## src/rtl/serial_and_unit.sv

```systemverilog
// Bit-serial bitwise AND of two WIDTH-bit operands, LSB first, with valid/ready on both sides.
// Define SERIAL_AND_UNIT_OPSEL_EN to add an op port selecting AND / OR / XOR / A AND NOT B.
module serial_and_unit #(
    parameter int WIDTH = 4
) (
    input  logic             clk,
    input  logic             rst,
    input  logic             in_valid,
    output logic             in_ready,
    input  logic [WIDTH-1:0] a,
    input  logic [WIDTH-1:0] b,
`ifdef SERIAL_AND_UNIT_OPSEL_EN
    input  logic [1:0]       op,
`endif
    output logic             out_valid,
    input  logic             out_ready,
    output logic [WIDTH-1:0] c,
    output logic             busy
);

    localparam int CW = $clog2(WIDTH) + 1;

    typedef enum logic [1:0] {
        IDLE,
        SHIFT,
        DONE
    } state_t;

    state_t           state;
    logic [WIDTH-1:0] a_sh;
    logic [WIDTH-1:0] b_sh;
    logic [WIDTH-1:0] res;
    logic [CW-1:0]    cnt;
    logic             bit_v;
    logic [WIDTH:0]   res_cat;
`ifdef SERIAL_AND_UNIT_OPSEL_EN
    logic [1:0]       op_r;
`endif

    // One result bit per SHIFT edge from the current LSBs of the operand shifters.
    always_comb begin
        bit_v = 1'b0;
`ifdef SERIAL_AND_UNIT_OPSEL_EN
        case (op_r)
            2'b00:   bit_v = a_sh[0] & b_sh[0];
            2'b01:   bit_v = a_sh[0] | b_sh[0];
            2'b10:   bit_v = a_sh[0] ^ b_sh[0];
            default: bit_v = a_sh[0] & ~b_sh[0];
        endcase
`else
        bit_v = a_sh[0] & b_sh[0];
`endif
    end

    // New bit enters the MSB so the first computed bit ends up in c[0] after WIDTH shifts.
    assign res_cat  = {bit_v, res};
    assign in_ready = (state == IDLE) && !rst;
    assign c        = res;

    always_ff @(posedge clk or posedge rst) begin
        if (rst) begin
            state     <= IDLE;
            a_sh      <= '0;
            b_sh      <= '0;
            res       <= '0;
            cnt       <= '0;
            out_valid <= 1'b0;
            busy      <= 1'b0;
`ifdef SERIAL_AND_UNIT_OPSEL_EN
            op_r      <= 2'b00;
`endif
        end else begin
            case (state)
                IDLE: begin
                    if (in_valid) begin
                        a_sh  <= a;
                        b_sh  <= b;
                        res   <= '0;
                        cnt   <= '0;
                        busy  <= 1'b1;
                        state <= SHIFT;
`ifdef SERIAL_AND_UNIT_OPSEL_EN
                        op_r  <= op;
`endif
                    end
                end
                SHIFT: begin
                    res  <= res_cat[WIDTH:1];
                    a_sh <= a_sh >> 1;
                    b_sh <= b_sh >> 1;
                    cnt  <= cnt + CW'(1);
                    if (cnt == CW'(WIDTH - 1)) begin
                        out_valid <= 1'b1;
                        state     <= DONE;
                    end
                end
                DONE: begin
                    if (out_ready) begin
                        out_valid <= 1'b0;
                        busy      <= 1'b0;
                        state     <= IDLE;
                    end
                end
                default: state <= IDLE;
            endcase
        end
    end

endmodule
```

## config.mk

```make
export PLATFORM = sky130hd
export DESIGN_NAME = serial_and_unit
export DESIGN_NICKNAME = d
export VERILOG_FILES = /design/src/rtl/serial_and_unit.sv
export SDC_FILE = /design/constraint.sdc
export NUM_CORES = 1
export LEC_CHECK = 0
export ABC_AREA = 1
export BUFFER_PORTS_ARGS = -buffer_cell sky130_fd_sc_hd__buf_2
export CORE_ASPECT_RATIO = 0.8
export CORE_MARGIN = 1.5
export CORE_UTILIZATION = 42
export DETAILED_ROUTE_END_ITERATION = 12
export HOLD_SLACK_MARGIN = 0.03
export SLEW_MARGIN = 10
export SYNTH_ARGS = -nofsm -noshare
export SYNTH_HDL_FRONTEND = slang
export SYNTH_SLANG_ARGS = --single-unit
```

## constraint.sdc

```tcl
create_clock -name clk -period 2.65 [get_ports clk]
set_clock_uncertainty 0.2 [all_clocks]
set_input_delay 0.1325 -clock clk [delete_from_list [all_inputs] [get_ports clk]]
set_output_delay 0.1325 -clock clk [all_outputs]
set_load 0.01 [all_outputs]
```

==> results.rst <==
.. list-table::
   :header-rows: 1

   * - Metric
     - Value
   * - Clock-pin slew reported for the worst setup and hold paths after clock tree synthesis
     - about 0.12 ns
   * - Path type of the worst setup path
     - register to register
   * - Number of warning messages in the yosys log
     - 0
   * - Power density normalized to cell area
     - 968 mW/mm2
   * - Total count of max-transition violations in the final report
     - 0
   * - Unrepaired setup endpoints after global routing
     - no
   * - Global route total overflow
     - 0
   * - Total count of hold-check failures in the final report
     - 0
   * - Post-synthesis xor/xnor area fraction
     - 0
   * - Post-Synth Simple-Gate Area
     - 0.312
   * - Number of rows in the core area
     - 14
   * - Initial antenna violation count
     - 0
   * - Tmin final
     - between 1.5 and 2 ns
   * - Filler cell count in the final layout
     - 170
   * - Inserted Clock Buffers
     - 3
   * - Complex-gate fraction of the synthesized area
     - 0.0575
   * - Initial core utilization
     - 0.456
   * - Max Fanout on Critical Path
     - 11
   * - DR iter-0 viols
     - 20
   * - Minimum hold slack
     - around 0.27 ns
   * - Final net count
     - 152
   * - Post-synthesis cell count
     - between 100 and 150
   * - Synthesized area
     - just under 900 um2
   * - Global-route wire length before repair
     - just under 3000 um
   * - Max Buffers Root-to-Sink
     - 2
   * - Main combinational cell family by area after synthesis
     - simple AND/OR/NAND/NOR gates
   * - Via count of the first global-routing pass
     - 714
   * - Slew of the pin with the lowest slew margin
     - around 0.73 ns
   * - Count of unique library cells instantiated by Yosys
     - 13
   * - Maximum vdd ir drop
     - between 0.0006 and 0.0007 V
   * - TritonCTS clock tree
     - built
   * - Worst EP arrival
     - between 1.5 and 2 ns
   * - DRT antenna net count
     - 0
   * - Synthesis-stage register bit count
     - 19
   * - Startpoint type of the worst setup path
     - register
   * - Width of the chip
     - between 50 and 60 um
   * - GR Util All Layers
     - 0.177
   * - Port Buffers
     - 18
   * - Setup-failing EPs final
     - 0
   * - Number of top-level pins
     - 19
   * - Slew Limit Headroom
     - 0.513
   * - Area inside the core boundary
     - about 0.0019 mm2
   * - DR vias
     - around 760
   * - Endpoint required time on the critical path
     - 2.70 ns
   * - DR vias/cell
     - roughly 4.7
   * - Proportion of synthesized area in mux cells
     - 0
   * - Mean routed wirelength per cell
     - approximately 11 um
   * - Final RePlAce weighted congestion
     - 0.768
   * - Layout-stage area growth over the synthesis result
     - 29.3%
   * - Status
     - complete, no violations
   * - Clock latency on the worst-skew pair
     - slightly above 0.3 ns
   * - Critical path capture point type
     - register
   * - Post-synth net total
     - about 120
   * - Pin count of the biggest net entering global routing
     - 20
   * - Number of maximum-capacitance violations
     - 0
   * - Clock Sinks
     - 19
   * - Half-perimeter wire length after detailed placement
     - ~1200 um
   * - TNS Setup
     - 0 ns
   * - Sequential element share of the synthesized area
     - 0.546
   * - Avg Synthesized Cell Area
     - 8.37 um2
   * - Share of final-layout standard cells stronger than drive strength 1
     - 0.197
   * - Clock tree root driver cell
     - clkbuf_4
   * - Number of iterations in the first detailed-routing pass
     - 4
   * - Static leakage
     - approximately 0.00062 uW
   * - Classification of the worst-slack hold path
     - register to register
   * - Post-route DRC
     - 0
   * - Synthesized-area fraction occupied by adder cells
     - 0.0287
   * - Height of the die
     - around 44 um
   * - Achievable frequency
     - roughly 570 MHz
   * - Final worst path period share
     - 0.660
   * - # H-tree levels
     - 1
   * - Post-detailed-routing wire length
     - approximately 1700 um
   * - Total die area
     - between 0.002 and 0.0025 mm2
   * - Antenna diode count
     - 0
-- worst paths after layout --
path                               start       to  slack [ns]  cells past startpoint
worst max register to register  state[0]  a_sh[3]        0.90                      4
max in group asynchronous            rst     c[0]        1.51                      3
min in group asynchronous            rst     busy        0.28                      3
worst min-delay path                c[0]     c[0]        0.27                      2
worst max-delay path            state[0]  a_sh[3]        0.90                      4
worst min register to register      c[0]     c[0]        0.27                      2
-- cells in the mapped netlist (all sizes together) --
master | number | share of area
nand3 | 9 | 0.052
inv | 7 | 0.030
nor2 | 1 | 0.0043
ha | 2 | 0.029
nor3 | 1 | 0.0057
dfrtp | 19 | 0.55
buf | 2 | 0.026
nand2 | 56 | 0.25
o21ai | 7 | 0.057
-- registers in the layout, summed over array words and instances, names as in the netlist --
name and cells:
state 2, busy 1, cnt 3, out_valid 1, a_sh 4, c 4, b_sh 4
-- layout make-up --
type | instances | area, um2 | share of cell area
clock buffers | 3 | 22.5 | 0.0200
clock inverters | 1 | 5.00 | 0.00444
inverters | 7 | 26.3 | 0.0233
multi-input cells | 76 | 347 | 0.308
flip-flops and latches | 19 | 475 | 0.422
well taps | 24 | 30.0 | 0.0267
repair buffers | 31 | 220 | 0.196
-- logic make-up after synthesis --
family          Yosys count
compound gates            7
flops                    19
simple gates             67
buf+inv                   9
fa+ha+maj                 2
-- power by group --
part	internal [uW]	total (uW)	switching [uW]
Clock	56.4	151	94.5
Combinational	170	442	273
Sequential	405	497	92.3
-- metal layers --
metal | track usage | routed length, um | part of all wire | up-vias
met2 | 0.273 | 769 | 0.44 | 21
met4 | 0.0718 | 24 | 0.014 | 0
met1 | 0.219 | 838 | 0.48 | 340
li1 | - | - | - | 393
met5 | 0 | 0 | 0 | -
met3 | 0.0724 | 116 | 0.066 | 4
-- critical path: stages, from the launching register on --
cell	delay (ns)
dfrtp_1	0.55
nor2_1	0.22
nand3_1	0.09
dlygate4sd3_1	0.57
nand2_1	0.06
-- placed cells by master (no fill, tap or decap) --
master,instances
o21ai_2,1
o21ai_0,5
buf_2,18
nand2_1,55
o21ai_4,1
nand3_1,9
inv_2,2
ha_1,2
clkbuf_4,3
inv_1,5
nor2_1,1
clkinv_2,1
dfrtp_1,19
nor3_1,1
nand2_4,1
dlygate4sd3_1,13
-- what timing repair did --
action / 4_1_cts / 5_1_grt
endpoints found under the hold margin: 31 / 0
hold buffers: 13 / 0
gates resized for setup: 0 / 0
setup buffers: 0 / 0
-- metrics by stage --
| stage | power, uW | instance area [um2] | cells | worst slack (ns) | util |
|---|---|---|---|---|---|
| detailed placement | 933 | 968 | 144 | 1.03 | 0.507 |
| global placement | 919 | 968 | 144 | 1.08 | 0.507 |
| finish | 1090 | 1130 | 161 | 0.900 | 0.590 |
| floorplan | 830 | 871 | 104 | 1.42 | - |
| CTS | 1100 | 1130 | 161 | 0.925 | 0.590 |
| global route | 1190 | 1130 | 161 | 0.807 | 0.590 |
Power figures use the tool's default switching activity.
